$ cat src/rtl/tone_event_queue_pkg.sv
// Shared definitions for the tone event queue and the tone generator.
//   entry_t       queued request: {is_err, item}
//   state_t       replay FSM encoding
//   ms_to_cycles  milliseconds to clock cycles (also used by the tone generator)
package tone_event_queue_pkg;

   localparam int unsigned ITEM_W = 2;

   typedef struct packed {
      logic              is_err;
      logic [ITEM_W-1:0] item;
   } entry_t;

   localparam int unsigned ENTRY_W = $bits(entry_t);

   typedef enum logic [1:0] {
      ST_IDLE = 2'd0,
      ST_FIRE = 2'd1,
      ST_PLAY = 2'd2,
      ST_GAP  = 2'd3
   } state_t;

   function automatic logic [31:0] ms_to_cycles(input int unsigned clock_hz,
                                                input int unsigned ms);
      return 32'((clock_hz / 1000) * ms);
   endfunction

   // Down-counter load value for an interval of n cycles; a zero-length
   // interval still occupies one cycle rather than wrapping the counter.
   function automatic logic [31:0] timer_load(input logic [31:0] n);
      return (n == 32'd0) ? 32'd0 : n - 32'd1;
   endfunction

endpackage

$ cat src/rtl/tone_event_queue_event_fifo.sv
// Synchronous FIFO holding pending tone requests.
//   clk, rst_n  clock and asynchronous active-low reset
//   push, wdata write request and data; accepted when not full or popping
//   pop         read request; ignored when empty
//   rdata       head entry (valid when !empty)
//   full, empty occupancy flags, derived from count
//   count       number of occupied entries
module tone_event_queue_event_fifo #(
   parameter int unsigned DEPTH = 4,
   parameter int unsigned WIDTH = 3
) (
   input  logic                     clk,
   input  logic                     rst_n,
   input  logic                     push,
   input  logic [WIDTH-1:0]         wdata,
   input  logic                     pop,
   output logic [WIDTH-1:0]         rdata,
   output logic                     full,
   output logic                     empty,
   output logic [$clog2(DEPTH):0]   count
);

   localparam int unsigned PTR_W = $clog2(DEPTH);
   localparam logic [PTR_W:0] FULL_CNT = (PTR_W+1)'(DEPTH);

   logic [WIDTH-1:0] mem [DEPTH];
   logic [PTR_W-1:0] wr_ptr;
   logic [PTR_W-1:0] rd_ptr;
   logic [PTR_W:0]   count_q;
   logic             do_push;
   logic             do_pop;

   assign empty   = (count_q == '0);
   assign full    = (count_q == FULL_CNT);
   assign count   = count_q;
   assign rdata   = mem[rd_ptr];
   assign do_pop  = pop && !empty;
   // A pop in the same cycle frees the slot, so a full queue still accepts.
   assign do_push = push && (!full || do_pop);

   always_ff @(posedge clk or negedge rst_n) begin
      if (!rst_n) begin
         wr_ptr  <= '0;
         rd_ptr  <= '0;
         count_q <= '0;
      end else begin
         if (do_push) wr_ptr <= wr_ptr + 1'b1;
         if (do_pop)  rd_ptr <= rd_ptr + 1'b1;
         case ({do_push, do_pop})
            2'b10:   count_q <= count_q + 1'b1;
            2'b01:   count_q <= count_q - 1'b1;
            default: count_q <= count_q;
         endcase
      end
   end

   always_ff @(posedge clk) begin
      if (do_push) mem[wr_ptr] <= wdata;
   end

endmodule

$ cat src/rtl/tone_event_queue.sv
// Tone event queue: buffers vend/error feedback requests and replays them to
// the square-wave tone generator one at a time with a silent gap after each.
//   clk, rst_n      clock and asynchronous active-low reset
//   vend_req        one-cycle request for a vend tone of req_item
//   error_req       one-cycle request for an error tone (wins over vend_req)
//   req_item        item index sampled with vend_req
//   clear_overflow  clears the sticky overflow flag
//   vend_event      one-cycle pulse to the generator
//   error_event     one-cycle pulse to the generator
//   item_select     item of the current tone, held through PLAY and GAP
//   busy            FSM not idle or queue non-empty
//   queue_count     occupied queue entries
//   overflow        sticky: a request was dropped
//   drop_count      saturating count of dropped requests
//
// state | meaning
// IDLE  | waiting; pops the queue head when one is available
// FIRE  | one cycle; emits the event pulse and loads the tone timer
// PLAY  | tone sounding; timer counts down to 0
// GAP   | silence after the tone; timer counts down to 0
module tone_event_queue
   import tone_event_queue_pkg::*;
#(
   parameter int unsigned CLOCK_HZ = 100_000_000,
   parameter int unsigned TONE_MS  = 150,
   parameter int unsigned GAP_MS   = 50,
   parameter int unsigned DEPTH    = 4
) (
   input  logic                   clk,
   input  logic                   rst_n,
   input  logic                   vend_req,
   input  logic                   error_req,
   input  logic [ITEM_W-1:0]      req_item,
   input  logic                   clear_overflow,
   output logic                   vend_event,
   output logic                   error_event,
   output logic [ITEM_W-1:0]      item_select,
   output logic                   busy,
   output logic [$clog2(DEPTH):0] queue_count,
   output logic                   overflow,
   output logic [7:0]             drop_count
);

   localparam logic [31:0] TONE_CYCLES = ms_to_cycles(CLOCK_HZ, TONE_MS);
   localparam logic [31:0] GAP_CYCLES  = ms_to_cycles(CLOCK_HZ, GAP_MS);
   localparam logic [31:0] TONE_LOAD   = timer_load(TONE_CYCLES);
   localparam logic [31:0] GAP_LOAD    = timer_load(GAP_CYCLES);

   state_t               state;
   logic [31:0]          timer;
   logic                 is_err_q;
   entry_t               push_entry;
   entry_t               head;
   logic [ENTRY_W-1:0]   head_raw;
   logic                 push_req;
   logic                 pop;
   logic                 fifo_full;
   logic                 fifo_empty;
   logic                 drop_arb;
   logic                 drop_full;
   logic [1:0]           drop_inc;
   logic [8:0]           drop_sum;

   assign push_req = vend_req || error_req;

   always_comb begin
      push_entry = '0;
      if (error_req) begin
         push_entry.is_err = 1'b1;
         push_entry.item   = '0;
      end else begin
         push_entry.is_err = 1'b0;
         push_entry.item   = req_item;
      end
   end

   assign pop       = (state == ST_IDLE) && !fifo_empty;
   assign drop_arb  = vend_req && error_req;
   assign drop_full = push_req && fifo_full && !pop;
   // Both can happen together: the losing vend and the rejected error each count.
   assign drop_inc  = {1'b0, drop_arb} + {1'b0, drop_full};
   assign drop_sum  = {1'b0, drop_count} + {7'd0, drop_inc};
   assign head      = entry_t'(head_raw);
   assign busy      = (state != ST_IDLE) || !fifo_empty;

   tone_event_queue_event_fifo #(
      .DEPTH (DEPTH),
      .WIDTH (ENTRY_W)
   ) u_event_fifo (
      .clk   (clk),
      .rst_n (rst_n),
      .push  (push_req),
      .wdata (push_entry),
      .pop   (pop),
      .rdata (head_raw),
      .full  (fifo_full),
      .empty (fifo_empty),
      .count (queue_count)
   );

   always_ff @(posedge clk or negedge rst_n) begin
      if (!rst_n) begin
         state       <= ST_IDLE;
         timer       <= '0;
         is_err_q    <= 1'b0;
         item_select <= '0;
         vend_event  <= 1'b0;
         error_event <= 1'b0;
      end else begin
         vend_event  <= 1'b0;
         error_event <= 1'b0;
         case (state)
            ST_IDLE: begin
               if (pop) begin
                  item_select <= head.item;
                  is_err_q    <= head.is_err;
                  state       <= ST_FIRE;
               end
            end
            ST_FIRE: begin
               vend_event  <= !is_err_q;
               error_event <= is_err_q;
               timer       <= TONE_LOAD;
               state       <= ST_PLAY;
            end
            ST_PLAY: begin
               if (timer == '0) begin
                  timer <= GAP_LOAD;
                  state <= ST_GAP;
               end else begin
                  timer <= timer - 32'd1;
               end
            end
            ST_GAP: begin
               if (timer == '0) state <= ST_IDLE;
               else             timer <= timer - 32'd1;
            end
            default: state <= ST_IDLE;
         endcase
      end
   end

   always_ff @(posedge clk or negedge rst_n) begin
      if (!rst_n) begin
         overflow   <= 1'b0;
         drop_count <= '0;
      end else begin
         // A drop in the same cycle overrides clear_overflow.
         if (drop_inc != 2'd0)    overflow <= 1'b1;
         else if (clear_overflow) overflow <= 1'b0;
         if (drop_inc != 2'd0)
            drop_count <= drop_sum[8] ? 8'hFF : drop_sum[7:0];
      end
   end

endmodule
$ cat config.mk
export PLATFORM = sky130hd
export DESIGN_NAME = tone_event_queue
export DESIGN_NICKNAME = d
export VERILOG_FILES = /design/src/rtl/tone_event_queue_pkg.sv /design/src/rtl/tone_event_queue_event_fifo.sv /design/src/rtl/tone_event_queue.sv
export SDC_FILE = /design/constraint.sdc
export NUM_CORES = 1
export LEC_CHECK = 0
export ABC_AREA = 0
export CAP_MARGIN = 20
export CORE_MARGIN = 8
export CORE_UTILIZATION = 50
export DETAILED_ROUTE_END_ITERATION = 7
export PLACE_DENSITY = 0.69
export SETUP_SLACK_MARGIN = 0.2
export SKIP_CTS_REPAIR_TIMING = 1
export SYNTH_ARGS = -nofsm -noshare
export SYNTH_HDL_FRONTEND = slang
export SYNTH_HIERARCHICAL = 1
export SYNTH_SLANG_ARGS = --single-unit
export TNS_END_PERCENT = 50
$ cat constraint.sdc
create_clock -name clk -period 4 [get_ports clk]
set_input_delay 0.8 -clock clk [delete_from_list [all_inputs] [get_ports clk]]
set_output_delay 0.8 -clock clk [all_outputs]
set_load 0.03 [all_outputs]
# --- Word-level counts from Yosys, hierarchy flattened ---
# Memory sizes are Yosys's and may differ from the RTL's. A register that Yosys moved wholly into a read port is not among the register bits.
# Cells that the tools add are included.
totals:
  ff_bits: 52
  latch_bits: 0
  mem_bits_rw: 12
  romBits: 0
  inputBits: 7
  elab_cells: 68
  n_memories: 1
memory_table:
  columns: ["memory", "words", "width", "rd", "rd_ports_with_merged_regs", "write_ports", "line_no", "source"]
  rows:
  - ["u_event_fifo.mem", 4, 3, 1, 1, 1, "tone_event_queue_event_fifo.sv:26", "logic [WIDTH-1:0] mem [DEPTH];"]
classes:
  addsub: 7
  mul: 0
  n_div: 0
  n_lt_le_gt_ge: 0
  eq_ne: 10
  n_shift: 0
  mux: 16
  n_bitwise: 0
  n_reduce_logical: 25
ops:
  columns: ["cell", "n"]
  rows:
  - ["one-hot mux 32 bit (3 select lines)", 1]
  - ["2-to-1 mux 32 bit", 2]
  - ["logical NOT 32 bit", 1]
  - ["subtractor 32 x 1 -> 32 bit (second input constant)", 1]
  - ["adder 8 x 2 -> 9 bit", 1]
  - ["2-to-1 mux 8 bit", 1]
  - ["inequality test 2 bit (second input constant)", 4]
  - ["one-hot mux 2 bit (4 select lines)", 1]
  - ["nonzero test 2 bit", 4]
  - ["equality test 2 bit (second input constant)", 3]
  - ["logical AND 1 bit", 6]
  - ["2-to-1 mux 1 bit", 6]
  - ["2-to-1 mux 2 bit", 3]
  - ["one-hot mux 3 bit (2 select lines)", 1]
  - ["logical NOT 1 bit", 5]
  - ["adder 2 x 1 -> 2 bit (second input constant)", 2]
  - ["equality test 2 x 1 -> 1 bit (second input constant)", 2]
  - ["AND reduction 2 bit", 2]
  - ["adder 3 x 1 -> 3 bit (second input constant)", 1]
  - ["equality test 3 bit (second input constant)", 1]
  - ["logical NOT 3 bit", 1]
  - ["logical OR 1 bit", 3]
  - ["2-to-1 mux 3 bit", 1]
  - ["AND reduction 3 bit", 1]
  - ["other kinds (4)", 4]

# --- Depth between registers and ports, before layout ---
logic_depth:
  word_depth: 8
  depth_mapped: 15
  ltp_nobuf: 14

# --- By module ---
# Netlist, hierarchy kept.
modules_own_cells:
  columns: ["module", "n_inst", "cells_each", "area_each_um2"]
  rows:
  - ["tone_event_queue", 1, 329, 2966.6]
  - ["tone_event_queue_event_fifo", 1, 70, 959.7]

# --- Least setup slack after synthesis ---
# Ideal clock, no wire load.
synth_timing:
  path_kind: "flip-flop to flip-flop"
  start: "reg u_event_fifo.count_q[0], in the netlist u_event_fifo/count[0]"
  end: "reg drop_count[1]"
  setup_time_ps: 87
  t_arrival_ps: 3050
  t_required_ps: 3913
  setup_slack_ps: 863
  path_stages_with_launch: 16
  path_buffers: 1
  cell_sequence: "dfrtp_1 > or3_2 > inv_1 > nor2b_1 > clkbuf_1 > nor2_1 > inv_1 > ha_1 > ha_1 > inv_1 > fa_1 > nor2_1 > nand2_1 > nor2_1 > nand3_1 > o211ai_1"
synth_between:
  elab_chain_len: 8
  word_cells_on_any_way: 11
  cone_classes: "2 x add/sub; 1 x eq/ne; 1 x mux; 7 x reduce/logical"
synth_rtl:
  columns: ["item", "line_no", "source"]
  rows:
  - ["from (decl)", "tone_event_queue_event_fifo.sv:29", "logic [PTR_W:0] count_q;"]
  - ["from (signal assigned)", "tone_event_queue_event_fifo.sv:50", "2'b10: count_q <= count_q + 1'b1;"]
  - ["from (signal assigned)", "tone_event_queue_event_fifo.sv:51", "2'b01: count_q <= count_q - 1'b1;"]
  - ["from (signal assigned)", "tone_event_queue_event_fifo.sv:52", "default: count_q <= count_q;"]
  - ["logical NOT 3 bit (*)", "tone_event_queue_event_fifo.sv:33", "assign empty = (count_q == '0);"]
  - ["net fifo_empty", "tone_event_queue.sv:58", "logic fifo_empty;"]
  - ["logical NOT 1 bit (*)", "tone_event_queue.sv:77", "assign pop = (state == ST_IDLE) && !fifo_empty;"]
  - ["logical AND 1 bit (*)", "tone_event_queue.sv:77", null]
  - ["net pop", "tone_event_queue.sv:56", "logic pop;"]
  - ["logical NOT 1 bit (*)", "tone_event_queue.sv:79", "assign drop_full = push_req && fifo_full && !pop;"]
  - ["logical AND 1 bit (*)", "tone_event_queue.sv:79", null]
  - ["adder 1 x 1 -> 2 bit (*)", "tone_event_queue.sv:81", "assign drop_inc = {1'b0, drop_arb} + {1'b0, drop_full};"]
  - ["adder 8 x 2 -> 9 bit", "tone_event_queue.sv:82", "assign drop_sum = {1'b0, drop_count} + {7'd0, drop_inc};"]
  - ["2-to-1 mux 8 bit", "tone_event_queue.sv:152", "drop_count <= drop_sum[8] ? 8'hFF : drop_sum[7:0];"]
  - ["to (signal assigned)", "tone_event_queue.sv:152", null]
  - ["to (decl)", "tone_event_queue.sv:41", "output logic [7:0] drop_count"]
# Mark *: on every way through the listed nets, which the timed path passes. The rest lies on a longest branch.
# A chain may end at the register's enable or synchronous reset.

# --- Worst setup path after layout ---
layout_timing:
  start: "in error_req"
  end: "reg drop_count[1]"
layout_between:
  elab_chain_len: 6
  word_cells_on_any_way: 8
  cone_classes: "2 x add/sub; 1 x mux; 5 x reduce/logical"
layout_rtl:
  columns: ["item", "line_no", "source"]
  rows:
  - ["from (decl)", "tone_event_queue.sv:32", "input logic error_req,"]
  - ["logical OR 1 bit (*)", "tone_event_queue.sv:64", "assign push_req = vend_req || error_req;"]
  - ["net push_req", "tone_event_queue.sv:55", "logic push_req;"]
  - ["logical AND 1 bit (*) (2 in series)", "tone_event_queue.sv:79", null]
  - ["adder 1 x 1 -> 2 bit (*)", "tone_event_queue.sv:81", null]
  - ["adder 8 x 2 -> 9 bit", "tone_event_queue.sv:82", null]
  - ["2-to-1 mux 8 bit", "tone_event_queue.sv:152", null]
# Marks and branches as above.

==> impl_summary.txt <==
----------------------------------------------------
[GRT]
  Largest net degree at the start of global routing ... 33
  Met2 capacity usage during global routing ... 0.279
  GRT Residual Overflow ... 0
  Global Route met3 Usage ... 0.0498
  Met1 demand-to-capacity share in global routing ... 0.202
  Most crowded layer after global routing ... met2
  GR Util All Layers ... 0.168
  Vias in the first global route ... 3191
  First-pass GRT wire length ... 15.3 mm
  Initial antenna violation count ... 0

[Clocking]
  Clock slew at reported path FFs ... 0.08 ns
  Number of buffers between clock root and the deepest sink ... 2
  TritonCTS clock tree ... built
  Number of CTS-inserted buffers ... 9
  Insertion delay of the later-clocked pin in the worst-skew pair ... 0.35 ns
  Number of H-tree levels ... 3
  Clock root buffer master ... clkbuf_8
  Sinks on the clock net ... 67

[Status]
  Status ... finished, final reports clean

[Timing]
  Final period util ... 0.850
  Slew headroom ... 0.509
  Worst clock skew ... 0.00878 ns
  Final-report hold violation count ... 0
  Number of slew-limit violations in the final report ... 0
  RSZ-0062 raised after global routing ... false
  Maximum clock frequency ... 294 MHz
  Final count of negative-setup-slack endpoints ... 0
  Final Critical Period ... 3.40 ns
  Measured slew at the worst slew-check pin ... 0.730 ns
  Final total negative setup slack ... 0 ns
  Post-layout worst setup margin ... 0.599 ns

[Logic synthesis]
  Adder-Cell Fraction of Synth Area ... 0.0580
  Post-synthesis instance area ... 3930 um^2
  Syn_area_per_cell ... 9.84 um^2
  EDFF count, synth ... 12
  Synthesized instance count ... 399
  Top area cells in the synthesized netlist ... dfrtp_1 (35%), edfxtp_1 (9.2%), ha_1 (4.8%)
  Combinational family with the most area after synthesis ... simple AND/OR/NAND/NOR gates
  Synthesized net count ... 423
  Number of synthesis warnings ... 6
  Most frequent cell after synthesis ... dfrtp_1
  Simple-gate share of the synthesized area ... 0.230
  Area fraction in compound gates after synthesis ... 0.162
  Cell type with the highest aggregate area in the netlist ... dfrtp_1
  Mux share of post-synthesis cell area ... 0.0376
  Commonest cells in the synthesized netlist ... dfrtp_1 (55), nor2_1 (29), nand2_1 (26)
  Sequential fraction of the synthesis area ... 0.442
  Post-synthesis xor/xnor area fraction ... 0.0201
  Yosys cell types ... 65
  Proportion of netlist area held by the largest area contributor ... 0.351
  Post-synthesis sequential element count ... 67
  Dominant synthesized flop cell ... dfrtp_1
  Proportion of synthesized flip-flops having asynchronous set or reset ... 0.821

[Critical path]
  RR Startpoint ... u_event_fifo/count[0]$_DFFE_PN0P_
  Startpoint class of the critical path ... input pin
  Capturing element of the worst setup path ... drop_count[1]$_DFFE_PN0P_
  Cell with the most instances on the worst path ... nor2_1
  Worst stage delay on the critical path ... 0.60 ns
  Cell with the largest stage delay on the worst path ... clkdlybuf4s50_1
  Crit path DAT ... 3.67 ns
  Worst R2R Setup Slack ... 0.83 ns
  Reg2Reg Depth ... 14
  Worst path top cell family by delay ... simple AND/OR/NAND/NOR gates
  Logic depth of the worst path, buffers included ... 14
  Worst Setup Path Type ... in -> reg
  Maximum net fanout on the critical path ... 10
  Cells traversed along the worst timing path ... clkdlybuf4s50_1 -> or2_2 -> nand2_1 -> nor2_1 -> inv_1 -> ha_1 -> ha_1 -> inv_1 -> fa_1 -> nor2_1 -> nand2_1 -> nor2_1 -> nand3_1 -> o211ai_1
  Critical path buffer and inverter count ... 3
  Required time worst endpoint ... 4.27 ns
  Critical path endpoint category ... flop
  Critical register-to-register path endpoint ... drop_count[1]$_DFFE_PN0P_
  Launch point of the worst path ... error_req

[Floorplanning]
  Effective utilization at floorplan ... 0.511
  Die Wd ... 105 um
  I/O pins ... 24
  # rows ... 32
  DIE AREA ... 10900 um^2
  Vertical die dimension ... 105 um
  Core Footprint ... 7690 um^2

[Detailed routing]
  Drt wl/cell ... 17.2 um
  Total routed wirelength ... 9.06 mm
  Count of nets left with antenna violations after detail routing ... 0
  Number of DRC markers in iteration 0 ... 143
  DRC violations left ... 0
  Number of iterations in the first detailed-routing pass ... 5
  Total vias in the final route ... 3230
  DR vias/cell ... 6.13

[Placement]
  Count of buffers from port buffering ... 23
  Pre-CTS setup slack ... 0.242 ns
  Final weighted congestion of routability-driven global placement ... 0.833
  Hpwl dp ... 6.33 mm

[Power and ir drop]
  Areal power density over the cells ... 419 nW/um^2
  Share of total power in sequential cells ... 0.464
  Proportion of total power due to net switching ... 0.331
  Internal Pwr Total ... 1.23 mW
  Leakage power ... 1.73 nW
  Share of power burned in combinational logic ... 0.270
  Maximum vdd ir drop ... 0.000358 V
  Switching power ... 0.610 mW
  Clock Power Share ... 0.267

[Final layout]
  Layout-stage area growth over the synthesis result ... 12.1%
  Filler Cell Count ... 684
  Share of layout cells above drive strength 1 ... 0.120
  Number of inserted diodes ... 0
  Number of nets in the finished design ... 444

[Job]
  Max-cap violation count ... 0

[Hold path]
  Worst min-delay path class ... in -> async

----------------------------------------------------
## worst min path at each step
stage / startpoint / end / slack, ns / depth (start not counted)
detailed placement: is_err_q$_DFFE_PN0P_ / vend_event$_DFF_PN0_ / 0.44 / 1
global route: rst_n / timer[3]$_DFFE_PN0P_ / 0.48 / 1
finish: rst_n / timer[30]$_DFFE_PN0P_ / 0.45 / 1
global placement: is_err_q$_DFFE_PN0P_ / vend_event$_DFF_PN0_ / 0.45 / 1
CTS: is_err_q$_DFFE_PN0P_ / vend_event$_DFF_PN0_ / 0.45 / 1
floorplan: is_err_q$_DFFE_PN0P_ / vend_event$_DFF_PN0_ / 0.41 / 1
## state kept, by name (all words and copies together) (netlist names)
register,count
timer,32
u_event_fifo/mem,12
drop_count,8
u_event_fifo/count,3
item_select,2
state,2
u_event_fifo/rd_ptr,2
u_event_fifo/wr_ptr,2
error_event,1
is_err_q,1
overflow,1
vend_event,1
## per-stage QoR
stage,hold WS (ns),power [mW],cells,area [um^2],utilization
finish,0.448,1.84,527,4400,0.573
global route,0.479,1.95,527,4400,0.573
CTS,0.454,1.87,527,4400,0.573
detailed placement,0.438,1.37,511,4230,0.551
global placement,0.455,1.35,511,4230,0.551
floorplan,0.413,1.19,399,3930,-
## logic make-up after synthesis
kind of cell,Yosys count
simple gates,161
mux,10
flops,67
xor+xnor,9
compound gates,92
fa+ha+maj,17
buf+inv,43
## power groups by stage
stage                     combinational, mW  clock, mW  sequential, mW
after detailed placement              0.500          0           0.870
after global routing                  0.545      0.534           0.868
after floorplan                       0.256          0           0.934
after global placement                0.487          0           0.864
final                                 0.497      0.492           0.855
after CTS                             0.504      0.507           0.855
## layout by cell type, fill, tap and decap left out, types with 5 or more instances in the layout
master	n
dfrtp_1	55
nor2_1	29
nand2_1	26
a21oi_1	22
clkdlybuf4s50_1	22
inv_1	21
nand3_1	19
o21ai_0	19
nor3_1	18
ha_1	15
or4_1	12
edfxtp_1	12
o31ai_1	9
clkbuf_8	9
buf_4	9
or3_1	8
nor4_1	7
nor2b_1	6
xnor2_1	5
## layer usage
| layer | share of wire | up-vias |
|---|---|---|
| met5 | 0 | - |
| met4 | 0.021 | 0 |
| met3 | 0.058 | 21 |
| met2 | 0.48 | 86 |
| met1 | 0.44 | 1598 |
| li1 | - | 1525 |
## area by class of cell
cell class                 instances  area [um^2]  area share
multi-input combinational        289         2000       0.454
sequential                        67         1740       0.395
timing repair buffer              32          293      0.0665
tap                              102          128      0.0290
clock buffer                       9          124      0.0281
inverter                          21         78.8      0.0179
clock inverter                     7         43.8     0.00995
Note: power is estimated with default switching activity, not from simulation.
